### config.mk
export PLATFORM = sky130hd
export DESIGN_NAME = time_counter_set
export DESIGN_NICKNAME = d
export VERILOG_FILES = /design/src/rtl/time_counter_set.sv
export SDC_FILE = /design/constraint.sdc
export NUM_CORES = 1
export LEC_CHECK = 0
export CORE_UTILIZATION = 40
export CTS_BUF_LIST = sky130_fd_sc_hd__clkbuf_4 sky130_fd_sc_hd__clkbuf_8 sky130_fd_sc_hd__clkbuf_16
export CTS_CLUSTER_DIAMETER = 120
export DETAILED_ROUTE_END_ITERATION = 8
export MAX_ROUTING_LAYER = met4
export PLACE_DENSITY = 0.73
export SYNTH_ARGS = -nofsm -noshare
export SYNTH_HDL_FRONTEND = slang
export SYNTH_SLANG_ARGS = --single-unit
### constraint.sdc
create_clock -name clk -period 5.2 [get_ports clk]
set_clock_uncertainty 0.15 [all_clocks]
set_input_delay 1.04 -clock clk [delete_from_list [all_inputs] [get_ports clk]]
set_output_delay 1.04 -clock clk [all_outputs]
set_load 0.02 [all_outputs]
### src/rtl/time_counter_set.sv
`default_nettype none
// ---------------------------------------------------------------------------
// time_counter_set : stopwatch-style clock (hh:mm:ss.cc) with run/stop and
//                    field-by-field set mode.                     rev 1.0
// ---------------------------------------------------------------------------
module time_counter_set #(
  parameter int CLK_DIV = 500000
) (
  input  logic       clk,
  input  logic       rst,
  input  logic       btn_run,
  input  logic       btn_mode,
  input  logic       btn_inc,
  output logic [6:0] mili,
  output logic [5:0] seg,
  output logic [5:0] min,
  output logic [4:0] hour,
  output logic       running,
  output logic [1:0] set_field
);

  localparam int PW = (CLK_DIV > 2) ? $clog2(CLK_DIV) : 1;
  localparam logic [PW-1:0] PRESC_LAST = PW'(CLK_DIV - 1);

  typedef enum logic [2:0] {
    STOP     = 3'd0,
    RUN      = 3'd1,
    SET_HOUR = 3'd2,
    SET_MIN  = 3'd3,
    SET_SEG  = 3'd4
  } state_t;

  state_t        state_q, state_d;
  logic [PW-1:0] presc_q, presc_d;
  logic [6:0]    mili_q, mili_d;
  logic [5:0]    seg_q, seg_d;
  logic [5:0]    min_q, min_d;
  logic [4:0]    hour_q, hour_d;
  logic          running_q, running_d;
  logic [1:0]    set_field_q, set_field_d;

  logic ev_mode, ev_run, ev_inc;
  logic tick;

  // Only the highest-priority pulse survives; it is then applied (or ignored)
  // according to the current state.
  always_comb begin
    ev_mode = btn_mode;
    ev_run  = btn_run & ~btn_mode;
    ev_inc  = btn_inc & ~btn_mode & ~btn_run;
    tick    = (state_q == RUN) && (presc_q == PRESC_LAST);
  end

  always_comb begin
    state_d = state_q;
    case (state_q)
      STOP: begin
        if (ev_mode)     state_d = SET_HOUR;
        else if (ev_run) state_d = RUN;
      end
      RUN: begin
        if (ev_run) state_d = STOP;
      end
      SET_HOUR: begin
        if (ev_mode) state_d = SET_MIN;
      end
      SET_MIN: begin
        if (ev_mode) state_d = SET_SEG;
      end
      SET_SEG: begin
        if (ev_mode) state_d = STOP;
      end
      default: state_d = STOP;
    endcase
  end

  // Prescaler only advances while staying in RUN; any exit or wrap zeroes it.
  always_comb begin
    presc_d = '0;
    if ((state_q == RUN) && (state_d == RUN) && !tick) presc_d = presc_q + PW'(1);
  end

  always_comb begin
    mili_d = mili_q;
    seg_d  = seg_q;
    min_d  = min_q;
    hour_d = hour_q;

    if (tick) begin
      if (mili_q == 7'd99) begin
        mili_d = 7'd0;
        if (seg_q == 6'd59) begin
          seg_d = 6'd0;
          if (min_q == 6'd59) begin
            min_d  = 6'd0;
            hour_d = (hour_q == 5'd23) ? 5'd0 : hour_q + 5'd1;
          end else begin
            min_d = min_q + 6'd1;
          end
        end else begin
          seg_d = seg_q + 6'd1;
        end
      end else begin
        mili_d = mili_q + 7'd1;
      end
    end

    if ((state_q == STOP) && ev_mode) mili_d = 7'd0;

    if (ev_inc) begin
      case (state_q)
        SET_HOUR: hour_d = (hour_q == 5'd23) ? 5'd0 : hour_q + 5'd1;
        SET_MIN:  min_d  = (min_q  == 6'd59) ? 6'd0 : min_q  + 6'd1;
        SET_SEG:  seg_d  = (seg_q  == 6'd59) ? 6'd0 : seg_q  + 6'd1;
        default: ;
      endcase
    end
  end

  // Status outputs are decoded from the next state so they land with it.
  always_comb begin
    running_d   = (state_d == RUN);
    set_field_d = 2'd0;
    case (state_d)
      SET_HOUR: set_field_d = 2'd1;
      SET_MIN:  set_field_d = 2'd2;
      SET_SEG:  set_field_d = 2'd3;
      default:  set_field_d = 2'd0;
    endcase
  end

  always_ff @(posedge clk) begin
    if (rst) begin
      state_q     <= STOP;
      presc_q     <= '0;
      mili_q      <= 7'd0;
      seg_q       <= 6'd0;
      min_q       <= 6'd0;
      hour_q      <= 5'd0;
      running_q   <= 1'b0;
      set_field_q <= 2'd0;
    end else begin
      state_q     <= state_d;
      presc_q     <= presc_d;
      mili_q      <= mili_d;
      seg_q       <= seg_d;
      min_q       <= min_d;
      hour_q      <= hour_d;
      running_q   <= running_d;
      set_field_q <= set_field_d;
    end
  end

  assign mili      = mili_q;
  assign seg       = seg_q;
  assign min       = min_q;
  assign hour      = hour_q;
  assign running   = running_q;
  assign set_field = set_field_q;

endmodule
`default_nettype wire

==> impl_results.md <==
- Pre-CTS WS: 1.907 ns
- Vias per cell: 5.369
- Yosys reg bits: 49
- Crit-path cells: clkdlybuf4s50_1 > inv_1 > and3_1 > nand3b_4 > nor2_1
- 1st-pass router iterations: 4
- Crit end category: flip-flop
- Ys async rst share: 0
- First-pass GRT wire length: 8928 µm
- Critical Path RT: 5.25 ns
- Io pins: 32
- Area grow syn2layout: 18.84%
- Top cell type by total area after synthesis: dfxtp_1
- Setup bufs post-CTS: 0
- Tightest Pin Transition: roughly 0.79 ns
- DIE AREA: approximately 0.0067 mm²
- Critical path class: in -> reg
- Gr usage total: 0.1772
- Final core utilization: 0.5039
- CTS H-tree depth: 2
- Synth Area in XOR/XNOR: 0.08861
- Die X: between 80 and 90 µm
- Hold buffer count at CTS: 0
- Largest family of logic cells by synthesized area: simple AND/OR/NAND/NOR gates
- PortBufs: 31
- Period utilization: 0.5756
- Core ar.: 0.006061 mm²
- Minimum clock period after layout: roughly 3.0 ns
- EDFF count, synth: 0
- Crit Path Max Fanout: 22
- DR vias: 2,137
- Root Driver: clkbuf_8
- Post-synthesis cell type count: 59
- PwrDens: 237.3 mW/mm²
- Inserted Diodes: 0
- Syn Std Cell Area: about 0.0026 mm²
- Top-area cell type share of the netlist area: 0.3817
- Hold crit path type: reg -> reg
- Arrival time at the worst endpoint: ~3 ns
- CP max-delay cell: clkdlybuf4s50_1
- Dpl cells: 390
- Antenna violations before repair: 0
- Fmax: 334.1 MHz
- Final wirelength: 5351 µm
- Number of hold violations in the final report: 0
- Post-synth top flop: dfxtp_1
- CTS Buf Count: 5
- Mux cell area share after synthesis: 0.03116
- WL per Instance: ~13 µm
- Worst slew margin: 0.4708
- Initial Util: 0.4240
- Post-synthesis cell count: 292
- Routed Antenna Nets: 0
- Post-Synth Simple-Gate Area: 0.3471
- Syn. warnings: 0
- Worst setup margin: 2.207 ns
- Final setup TNS: 0 ns
- Largest net degree at the start of global routing: 23
- Outcome: finished clean
- Synth Area in Compound Gates: 0.1027
- Share of cells above drive strength 1: 0.1053
- Synth Area in Adders: 0.02434
- Clk sink count: 49
- Max cap viols: 0
- CTS tree: built
- Seq/Total Area, Yosys: 0.3817
- Worst vdd ir: 0.1614 mV
- Avg Inst Size Synth: 8.801 µm²
- Startpoint types: primary input
- FP Rows: 28
- Final cell count without fillers: 398
- Max stage delay on crit path: around 0.98 ns
- Hold_ws: 0.3446 ns
- RSZ-0062 raised after global routing: no
- DP HPWL: roughly 3700 µm
- Most frequent cells after synthesis: 49 x dfxtp_1, 43 x nor2_1, 26 x nand2_1
- Total Nets Final: 332
- # DRC: 0
- Post-cts resize count: 0
- Static leakage: 1.015 nW
- Fin. max-slew vios: 0
- Post-Syn Nets: 302
- Die Span Y: 82.16 µm
- Gp weighted congestion: 0.8547
- Final Setup Violations: 0
- GRT overflow: 0
- Synth area leaders: dfxtp_1 38%, nor2_1 6.3%, xnor2_1 6.1%, nand2_1 3.8%, nand3_1 3.7%
- Worst-case clock buffer depth: 2
- Vias in the first global route: 1,941
- Clock Latency Late Sink: between 0.3 and 0.4 ns
- Clock-pin slew on the worst setup and hold paths: around 0.1 ns
- Iter 0 DRT Violations: around 130
- Count leader, synth: dfxtp_1
==> where the power goes <==
| part | total [mW] | switching [mW] | internal [mW] |
|---|---|---|---|
| clock network | 0.290 | 0.128 | 0.162 |
| logic | 0.0465 | 0.0260 | 0.0205 |
| registers | 0.388 | 0.00858 | 0.380 |
==> final timing paths <==
| check | start | slack [ns] | endpoint | cells after the start |
|---|---|---|---|---|
| worst max-delay path | rst | 2.21 | presc_q[11] | 5 |
| worst min-delay path | presc_q[0] | 0.34 | presc_q[0] | 1 |
| worst max register to register | min[0] | 2.95 | hour[2] | 6 |
| worst min register to register | presc_q[0] | 0.34 | presc_q[0] | 1 |
==> registers in the layout (all words and copies together), names as in the netlist <==
name / count
running: 1
seg: 6
presc_q: 19
set_field: 2
min: 6
state_q: 3
mili: 7
hour: 5
==> cell families after synthesis <==
family,count (synthesis)
DFF,49
and+or+nand+nor,150
AOI/OAI and AO/OA,41
buffers and inverters,14
adders and majority gates,5
muxes,7
xor gates and xnor gates,26
==> worst max-delay path, delay by kind of cell <==
family	cells	cell delay, ns
buffers and inverters	2	1.39
AND/OR/NAND/NOR	3	0.60
==> area by class of cell <==
cell class              instances  area (µm²)
well taps                      75       93.84
inverters                       6       22.52
clock buffers                   7       90.09
repair buffers                 31       310.3
flip-flops and latches         49       980.9
multi-input cells             229        1526
fillers                       574        3007
clock inverters                 1       30.03
==> cells in the final DEF, fill, tap and decap left out, types with 3 or more instances in the layout <==
| master | netlist | routed |
|---|---|---|
| nor2_1 | 43 | 43 |
| xnor2_1 | 18 | 18 |
| inv_1 | 6 | 6 |
| nor2b_1 | 3 | 3 |
| nor3_1 | 12 | 12 |
| clkdlybuf4s50_1 | 0 | 31 |
| and3_1 | 5 | 5 |
| dfxtp_1 | 49 | 49 |
| and4_1 | 4 | 4 |
| xor2_1 | 8 | 8 |
| nand3_1 | 19 | 19 |
| nand2_1 | 26 | 26 |
| nand4_1 | 6 | 6 |
| a21oi_1 | 13 | 13 |
| o21ai_0 | 10 | 10 |
| clkbuf_8 | 0 | 6 |
| o211ai_1 | 3 | 3 |
| mux2i_1 | 5 | 5 |
| and4_4 | 3 | 3 |
| ha_1 | 5 | 5 |
| nor3b_1 | 3 | 3 |
==> per-stage QoR <==
| step | total power, mW | instance area [µm²] |
|---|---|---|
| after CTS | 0.7311 | 3054 |
| after detailed placement | 0.4436 | 2934 |
| after global routing | 0.7555 | 3054 |
| after global placement | 0.4425 | 2934 |
| after floorplan | 0.4299 | 2570 |
| final | 0.7248 | 3054 |
==> per-layer routing <==
metal	wire length (µm)	vias up	track usage
met5	0	-	-
met2	2468	42	0.2826
met1	2596	988	0.2160
met4	66	0	0.06140
li1	-	1102	-
met3	219	5	0.04615
Power figures use the tool's default switching activity.
